File: src/rtl/shift_pipe_param_if.sv
// Bundle of control, data and status signals around shift_pipe_param.
// The master side drives controls/data in; the slave side is the pipe itself.
interface shift_pipe_param_if #(
   parameter int WIDTH = 8,
   parameter int DEPTH = 3
);
   localparam int CW = $clog2(DEPTH + 1);

   logic                     en;
   logic [1:0]               mode;
   logic                     flush;
   logic [WIDTH-1:0]         din;
   logic                     din_valid;
   logic [WIDTH*DEPTH-1:0]   load_data;
   logic [WIDTH-1:0]         dout;
   logic                     dout_valid;
   logic [WIDTH*DEPTH-1:0]   taps;
   logic [DEPTH-1:0]         tap_valid;
   logic [CW-1:0]            fill_cnt;
   logic                     full;

   modport master (
      output en, mode, flush, din, din_valid, load_data,
      input  dout, dout_valid, taps, tap_valid, fill_cnt, full
   );

   modport slave (
      input  en, mode, flush, din, din_valid, load_data,
      output dout, dout_valid, taps, tap_valid, fill_cnt, full
   );
endinterface

File: src/rtl/shift_pipe_param.sv
// Parametrised shift/rotate/load pipeline with per-stage valids and a running fill count.
// Stage 0 is the input end, stage DEPTH-1 drives dout.
module shift_pipe_param #(
   parameter int WIDTH = 8,
   parameter int DEPTH = 3
) (
   input  logic                 clk,
   input  logic                 rst_n,
   shift_pipe_param_if.slave    bus
);
   localparam int CW = $clog2(DEPTH + 1);

   localparam logic [1:0] MODE_HOLD   = 2'b00;
   localparam logic [1:0] MODE_SHIFT  = 2'b01;
   localparam logic [1:0] MODE_ROTATE = 2'b10;
   localparam logic [1:0] MODE_LOAD   = 2'b11;

   logic [DEPTH-1:0][WIDTH-1:0] r_data;
   logic [DEPTH-1:0]            r_valid;
   logic [CW-1:0]               r_fill;

   logic [DEPTH-1:0][WIDTH-1:0] w_data_next;
   logic [DEPTH-1:0]            w_valid_next;
   logic [CW-1:0]               w_fill_next;

   logic [DEPTH-1:0][WIDTH-1:0] w_shift_data;
   logic [DEPTH-1:0]            w_shift_valid;
   logic [DEPTH-1:0][WIDTH-1:0] w_rot_data;
   logic [DEPTH-1:0]            w_rot_valid;
   logic [DEPTH-1:0][WIDTH-1:0] w_load_data;
   logic [CW-1:0]               w_fill_shift;

   assign w_load_data = bus.load_data;

   // Candidate next images for shift and rotate, built stage by stage from pre-edge values.
   generate
      for (genvar gi = 0; gi < DEPTH; gi++) begin : g_stage
         if (gi == 0) begin : g_head
            assign w_shift_data[gi]  = bus.din;
            assign w_shift_valid[gi] = bus.din_valid;
            assign w_rot_data[gi]    = r_data[DEPTH-1];
            assign w_rot_valid[gi]   = r_valid[DEPTH-1];
         end else begin : g_body
            assign w_shift_data[gi]  = r_data[gi-1];
            assign w_shift_valid[gi] = r_valid[gi-1];
            assign w_rot_data[gi]    = r_data[gi-1];
            assign w_rot_valid[gi]   = r_valid[gi-1];
         end
      end
   endgenerate

   // Incoming valid in, outgoing valid out: stays within 0..DEPTH by construction.
   assign w_fill_shift = r_fill + CW'(bus.din_valid) - CW'(r_valid[DEPTH-1]);

   always_comb begin
      w_data_next  = r_data;
      w_valid_next = r_valid;
      w_fill_next  = r_fill;
      if (bus.flush) begin
         w_data_next  = '0;
         w_valid_next = '0;
         w_fill_next  = '0;
      end else if (bus.en) begin
         case (bus.mode)
            MODE_SHIFT: begin
               w_data_next  = w_shift_data;
               w_valid_next = w_shift_valid;
               w_fill_next  = w_fill_shift;
            end
            MODE_ROTATE: begin
               w_data_next  = w_rot_data;
               w_valid_next = w_rot_valid;
            end
            MODE_LOAD: begin
               w_data_next  = w_load_data;
               w_valid_next = '1;
               w_fill_next  = CW'(DEPTH);
            end
            MODE_HOLD: begin
               w_data_next  = r_data;
            end
            default: begin
               w_data_next  = r_data;
            end
         endcase
      end
   end

   always_ff @(posedge clk or negedge rst_n) begin
      if (!rst_n) begin
         r_data  <= '0;
         r_valid <= '0;
         r_fill  <= '0;
      end else begin
         r_data  <= w_data_next;
         r_valid <= w_valid_next;
         r_fill  <= w_fill_next;
      end
   end

   assign bus.dout       = r_data[DEPTH-1];
   assign bus.dout_valid = r_valid[DEPTH-1];
   assign bus.taps       = r_data;
   assign bus.tap_valid  = r_valid;
   assign bus.fill_cnt   = r_fill;
   assign bus.full       = (r_fill == CW'(DEPTH));
endmodule

File: src/flat_wrapper.sv
// flat-port wrapper written by rule: the top's interface ports become plain ports
module shift_pipe_param_flat 
#(
   parameter int WIDTH = 8,
   parameter int DEPTH = 3
)
  (clk, rst_n, bus_en, bus_mode, bus_flush, bus_din, bus_din_valid, bus_load_data, bus_dout, bus_dout_valid, bus_taps, bus_tap_valid, bus_fill_cnt, bus_full);
  shift_pipe_param_if #(.WIDTH(WIDTH), .DEPTH(DEPTH)) bus_i ();
  input  logic clk;
  input  logic rst_n;
  input wire logic [$bits(bus_i.en)-1:0] bus_en;
  input wire logic [$bits(bus_i.mode)-1:0] bus_mode;
  input wire logic [$bits(bus_i.flush)-1:0] bus_flush;
  input wire logic [$bits(bus_i.din)-1:0] bus_din;
  input wire logic [$bits(bus_i.din_valid)-1:0] bus_din_valid;
  input wire logic [$bits(bus_i.load_data)-1:0] bus_load_data;
  output wire logic [$bits(bus_i.dout)-1:0] bus_dout;
  output wire logic [$bits(bus_i.dout_valid)-1:0] bus_dout_valid;
  output wire logic [$bits(bus_i.taps)-1:0] bus_taps;
  output wire logic [$bits(bus_i.tap_valid)-1:0] bus_tap_valid;
  output wire logic [$bits(bus_i.fill_cnt)-1:0] bus_fill_cnt;
  output wire logic [$bits(bus_i.full)-1:0] bus_full;
  assign bus_i.en = bus_en;
  assign bus_i.mode = bus_mode;
  assign bus_i.flush = bus_flush;
  assign bus_i.din = bus_din;
  assign bus_i.din_valid = bus_din_valid;
  assign bus_i.load_data = bus_load_data;
  assign bus_dout = bus_i.dout;
  assign bus_dout_valid = bus_i.dout_valid;
  assign bus_taps = bus_i.taps;
  assign bus_tap_valid = bus_i.tap_valid;
  assign bus_fill_cnt = bus_i.fill_cnt;
  assign bus_full = bus_i.full;
  shift_pipe_param #(.WIDTH(WIDTH), .DEPTH(DEPTH)) u_core (.clk(clk), .rst_n(rst_n), .bus(bus_i));
endmodule
File: config.mk
export PLATFORM = sky130hd
export DESIGN_NAME = shift_pipe_param_flat
export DESIGN_NICKNAME = d
export VERILOG_FILES = /design/src/rtl/shift_pipe_param_if.sv /design/src/rtl/shift_pipe_param.sv /design/src/flat_wrapper.sv
export SDC_FILE = /design/constraint.sdc
export NUM_CORES = 1
export LEC_CHECK = 0
export CORE_ASPECT_RATIO = 1.5
export CORE_MARGIN = 1
export CORE_UTILIZATION = 41
export DETAILED_ROUTE_END_ITERATION = 10
export PLACE_DENSITY = 0.88
export SYNTH_ARGS = -nofsm -noshare
export SYNTH_HDL_FRONTEND = slang
export SYNTH_SLANG_ARGS = --single-unit
File: constraint.sdc
create_clock -name clk -period 1.82 [get_ports clk]
set_input_delay 0.455 -clock clk [delete_from_list [all_inputs] [get_ports clk]]
set_output_delay 0.455 -clock clk [all_outputs]
set_load 0.01 [all_outputs]
Word-level counts from Yosys, hierarchy flattened

Index checks and enable logic that the tools add are counted.

Register bits after elaboration: 29
Input bits: 39
Output and inout port bits: 39
Word-level logic and storage cells: 28

Add/sub/neg operators: 2
Equality and inequality tests: 5
Muxes and demuxes: 9
Reduce and logical (&&, ||, !) cells: 7

Operators by type and width:

| kind                                                                   | number |
|---|---|
| 24-bit one-hot mux with 3 select lines                                 | 1 |
| 24-bit 2-to-1 mux                                                      | 2 |
| 3-bit one-hot mux with 3 select lines                                  | 1 |
| 2-bit equality test (second input constant)                            | 3 |
| 3-bit 2-to-1 mux                                                       | 2 |
| 2-bit AND reduction                                                    | 3 |
| 2-bit 2-to-1 mux                                                       | 2 |
| 2-bit one-hot mux with 2 select lines                                  | 1 |
| 4-bit nonzero test                                                     | 1 |
| 3-bit nonzero test                                                     | 1 |
| 2-bit by 1-bit adder with 2-bit output                                 | 1 |
| 2-bit by 1-bit equality test with 1-bit output (second input constant) | 1 |
| 2-bit logical NOT                                                      | 1 |
| 2-bit inequality test (second input constant)                          | 1 |
| 2-bit nonzero test                                                     | 1 |
| 2-bit by 1-bit subtractor with 2-bit output                            | 1 |

Depth between registers and ports, before layout

Depth in word-level cells: 5
Depth in mapped cells: 7
Mapped depth without buffers: 7

Worst setup path after synthesis

No wires, ideal clock.

Kind: in2reg
Start: input bus_mode[0]
End: register u_core.r_data, in the netlist u_core.bus.dout[7]
Library setup time: 66 ps
Arrival: 1664 ps
Required time: 1754 ps
Setup slack: 90 ps
Stages on the path: 7
Buffers on the path: 2
Path through: inv_1 -> ha_1 -> or3b_1 -> buf_6 -> buf_12 -> nor3_2 -> a221o_1

Cells in the longest elaborated chain, start to end: 4
Elaborated cells between the ends (all ways): 9
Classes of those cells: 4 x eq/ne; 3 x mux; 2 x reduce/logical

RTL lines:

| item                                                                                  | RTL line               | text |
|---|---|---|
| start, declared                                                                       | flat_wrapper.sv:12     | `input wire logic [$bits(bus_i.mode)-1:0] bus_mode;` |
| 2-bit equality test or 2-bit by 1-bit equality test with 1-bit output (tied branches) | shift_pipe_param.sv:64 | `case (bus.mode)` |
| 24-bit one-hot mux with 3 select lines                                                | shift_pipe_param.sv:64 |  |
| 24-bit 2-to-1 mux                                                                     | shift_pipe_param.sv:63 | `end else if (bus.en) begin` |
| 24-bit 2-to-1 mux                                                                     | shift_pipe_param.sv:59 | `if (bus.flush) begin` |
| end signal, assigned                                                                  | shift_pipe_param.sv:95 | `r_data <= w_data_next;` |
| end, declared                                                                         | shift_pipe_param.sv:18 | `logic [DEPTH-1:0][WIDTH-1:0] r_data;` |

Parallel ways exist; a longest one is shown, timed or not. The select of a mux whose other input is x is not followed.
A chain may end at the register's enable or synchronous reset.

Worst setup path after layout

Start: register u_core.r_fill[1], in the netlist u_core.bus.fill_cnt[1]
End: output bus_fill_cnt[1]

RTL lines:

| item                   | RTL line               | text |
|---|---|---|
| start, declared        | shift_pipe_param.sv:20 | `logic [CW-1:0] r_fill;` |
| start signal, assigned | shift_pipe_param.sv:97 | `r_fill <= w_fill_next;` |
| end, declared          | flat_wrapper.sv:21     | `output wire logic [$bits(bus_i.fill_cnt)-1:0] bus_fill_cnt;` |

No word-level cell between the ends.

==> results.txt <==
For the pin with the worst max-slew slack, the measured transition is 0.517 ns. In this run the power density over the cells is 595 nW/um^2. The maximum number of pins on one net before global-route repair came out at 30. In this run, CTS created clock tree buffers numbering 5. The most critical setup path has its startpoint at u_core.bus.fill_cnt[1].

The CTS sink count is 29. The post-synth net total is 209. The slowest stage of the critical path belongs to the cell sky130_fd_sc_hd__clkdlybuf4s50_1.

TritonCTS built the clock tree. The final wirelength is 5.17 mm. The final sum of negative setup slack came out at 0 ns. The peak per-stage delay on the critical path is 0.52 ns. The congestion estimate from routability-driven global placement came to 0.826. The distinct cell type count after synthesis is 30.

The starting density of the core is 43.2%. The cell area after technology mapping came out at 1710 sq um. In this run the tool buffered the top-level ports with 77 buffer cells. The maximum operating frequency is 570 MHz. The worst-case clock buffer depth is 2. Of all nets on the critical path, the largest fanout is 3.

In this run the clock root is driven by a sky130_fd_sc_hd__clkbuf_8. The first global-routing pass estimated 8.18 mm of wire. Headroom to the max-slew limit came out at 65.4%. The number of violations of the max-capacitance limit is 0. The total of endpoints with negative setup slack in the final report came out at 0.

The worst setup path is captured at an output pin. Counting I/O delays and the setup requirement, the final critical path takes 1.75 ns. Across all register-to-register paths, the minimum setup slack is 0.30 ns.

The number of pins with negative max-slew slack in the final report is 0. The share of the Yosys chip area taken by registers is 42.4%. Along the worst hold path, the cell count comes to 1. The min-delay analysis places its worst path in the category reg2reg.

The number of synthesized register bits is 29. The cell depth of the worst flop-to-flop path came out at 7. In this run the most critical hold path is launched from u_core.bus.taps[6]. The clock reaches the later pin of the worst-skew pair after 0.28 ns.

The share of layout cells above drive strength 1 came out at 23.1%. The number of global-route vias before repair is 1709. The area of the die is 4440 sq um. The setup skew after layout is 0.00259 ns.

The post-detailed-route DRC marker count is 0. The I/O pin count is 78. The count of endpoints failing hold in the final timing report is 0. The clock input transition at the sequential cells of the worst setup and hold paths is 0.06 ns. Setup repair after global routing left no endpoint under its margin. The final clock period utilization by the worst path came out at 96.4%. During synthesis, Yosys emitted a total of 0 warnings. The overall via count from detail_route is 1679. The startpoint identified for the worst register-to-register timing path is u_core.bus.fill_cnt[0].

The total of fill cells in the finished design came out at 278. The run finished with clean final reports. The critical path contains buffers and inverters numbering 2 combined. The worst register-to-register path ends at u_core.bus.fill_cnt[1].

For this run, the detailed router's first-pass iteration total came to 4. After detailed routing, the average wire length per cell comes to 17.2 microns. The initial antenna violation count came out at 0. The leakage component of the power came out at 0.00122 uW.

The endpoint of the most critical setup path is bus_fill_cnt[1]. Traced cell by cell, the critical path runs through buf_4, clkdlybuf4s50_1. For this block, the initial DRC count from the detailed router was 41. The total half-perimeter wirelength after legalization and detailed placement is 3.67 mm. The cell count after synthesis came out at 163.

The mean instance size in the synthesized netlist came out at 10.5 sq um. The critical path data required time came out at 1.36 ns. At the end of the flow, the number of nets in the layout was 301. The total number of cells along the worst setup path came out at 2.

The horizontal die dimension is 54.8 microns. The total core area came out at 3960 sq um. The critical path is of the reg2out type. The count of inserted antenna diode cells came out at 0. The overall track demand over capacity in global routing came out at 26.1%. The total power is 1690 uW. The number of levels the H-tree was split into came out at 2. The floorplan step set the die height to 81.1 microns. The worst vdd rail ir drop is 538 uV. The cell row count is 28. In the routed layout, each cell is associated on average with a via count of 5.60. The count of nets left with antenna violations after detail routing is 0. STA puts the critical path data arrival time at 1.30 ns. The final global-route overflow total came out at 0. The kind of cell with the highest combined delay on the critical path is buffers and inverters.

From synthesis to final layout, the design area changed by 65.8%. The startpoint type of the worst setup path is a register.
## what timing repair did
item                       CTS  global route
pin swaps                    2             0
gates cloned                 2             0
hold buffers                 0             0
setup buffers                5             2
gates resized for setup     15             3
setup endpoints to repair   25             9
## worst min path at each step
stage,slack [ns],end
finish,0.52,u_core.bus.taps[6]
global route,0.56,u_core.bus.taps[2]
CTS,0.53,u_core.bus.taps[6]
detailed placement,0.51,u_core.bus.taps[6]
global placement,0.50,u_core.bus.taps[6]
floorplan,0.16,u_core.bus.dout[0]
## Yosys cell counts
| cell type | n | share of area (%) |
|---|---|---|
| sky130_fd_sc_hd__dfrtp_1 | 29 | 42 |
| sky130_fd_sc_hd__nor2_2 | 1 | 0.37 |
| sky130_fd_sc_hd__or3b_1 | 1 | 0.51 |
| sky130_fd_sc_hd__nor3b_4 | 1 | 1.1 |
| sky130_fd_sc_hd__or2_2 | 1 | 0.37 |
| sky130_fd_sc_hd__o2bb2ai_1 | 8 | 4.1 |
| sky130_fd_sc_hd__inv_1 | 5 | 1.1 |
| sky130_fd_sc_hd__o31ai_1 | 1 | 0.44 |
| sky130_fd_sc_hd__clkbuf_2 | 1 | 0.29 |
| sky130_fd_sc_hd__a311oi_1 | 1 | 0.51 |
| sky130_fd_sc_hd__nor2b_1 | 1 | 0.37 |
| sky130_fd_sc_hd__and2_1 | 1 | 0.37 |
| sky130_fd_sc_hd__o21a_1 | 2 | 0.88 |
| sky130_fd_sc_hd__a221o_1 | 16 | 9.4 |
| sky130_fd_sc_hd__nor3_2 | 10 | 5.8 |
| sky130_fd_sc_hd__a21oi_1 | 1 | 0.29 |
| sky130_fd_sc_hd__nand2_1 | 17 | 3.7 |
| sky130_fd_sc_hd__nor3_1 | 11 | 3.2 |
| sky130_fd_sc_hd__ha_1 | 7 | 5.1 |
| sky130_fd_sc_hd__clkbuf_1 | 7 | 1.5 |
| sky130_fd_sc_hd__a21o_2 | 1 | 0.51 |
| sky130_fd_sc_hd__a221oi_1 | 8 | 4.1 |
| sky130_fd_sc_hd__buf_6 | 3 | 2.0 |
| sky130_fd_sc_hd__xor2_1 | 1 | 0.51 |
| sky130_fd_sc_hd__nor3b_1 | 1 | 0.44 |
| sky130_fd_sc_hd__buf_4 | 11 | 4.8 |
| sky130_fd_sc_hd__a211oi_1 | 3 | 1.3 |
| sky130_fd_sc_hd__nor2_1 | 3 | 0.66 |
| sky130_fd_sc_hd__buf_12 | 1 | 1.2 |
| sky130_fd_sc_hd__o21ai_0 | 9 | 2.6 |
## metrics by stage
step                area [sq um]  setup WS (ns)  hold slack, ns  utilization, %  instances
floorplan                   1710         0.0899           0.159               -        163
global placement            2580         -0.453           0.502            65.1        284
detailed placement          2580         -0.514           0.509            65.1        284
CTS                         2810        0.00880           0.525            71.0        298
global route                2840         0.0185           0.556            71.7        300
finish                      2840         0.0654           0.522            71.7        300
## sequential cells by signal, summed over array words and instances (netlist names)
| name | flops |
|---|---|
| u_core.bus.dout | 8 |
| u_core.bus.fill_cnt | 2 |
| u_core.bus.tap_valid | 3 |
| u_core.bus.taps | 16 |
## power by group
group / internal [uW] / switching (uW) / leakage, uW
clock: 299 / 228 / 0.0000443
sequential: 675 / 31.0 / 0.000396
combinational: 261 / 195 / 0.000777
total: 1230 / 454 / 0.00122
## layout make-up
cell class	instances	area [sq um]	share of cell area, %
repair buffers	108	1090	38.5
multi-input cells	106	858	30.2
flip-flops and latches	29	726	25.6
clock buffers	7	86.3	3.04
well taps	45	56.3	1.98
inverters	5	18.8	0.661
## layer usage
layer / GRT usage, % / vias up / routed length [microns]
met5: 0 / - / 0
met4: 13.1 / 0 / 160
met3: 8.61 / 17 / 311
met2: 41.3 / 67 / 2810
met1: 30.5 / 805 / 1880
li1: - / 790 / -
## worst register-to-register path, stage by stage (launching register included)
cell	delay, ns
sky130_fd_sc_hd__dfrtp_1	0.37
sky130_fd_sc_hd__inv_1	0.07
sky130_fd_sc_hd__ha_1	0.29
sky130_fd_sc_hd__inv_1	0.06
sky130_fd_sc_hd__ha_1	0.14
sky130_fd_sc_hd__xor2_1	0.19
sky130_fd_sc_hd__o31ai_1	0.09
sky130_fd_sc_hd__a211oi_1	0.22
## cell families after synthesis
group / synth area share [%]
buffers and inverters: 10.9
adder cells (fa/ha/maj): 5.12
XOR/XNOR: 0.512
AND/OR/NAND/NOR: 17.0
flip-flops: 42.4
AO/OA/AOI/OAI: 24.1
## cell usage in the layout (no fill, tap or decap), drive strengths merged
| cell | count |
|---|---|
| bufbuf | 2 |
| or3b | 1 |
| nand2 | 17 |
| buf | 29 |
| clkdlybuf4s50 | 72 |
| ha | 7 |
| a21o | 1 |
| o21a | 2 |
| and2 | 1 |
| xor2 | 1 |
| dfrtp | 29 |
| dlymetal6s2s | 1 |
| a221oi | 8 |
| o2bb2ai | 8 |
| a311oi | 1 |
| a221o | 16 |
| nor3b | 2 |
| nor2b | 1 |
| o31ai | 1 |
| nor2 | 4 |
| o21ai | 9 |
| a211oi | 3 |
| clkbuf | 7 |
| or2 | 1 |
| a21oi | 1 |
| nor3 | 21 |
| inv | 5 |
| dlygate4sd2 | 4 |
Power figures use the tool's default switching activity.
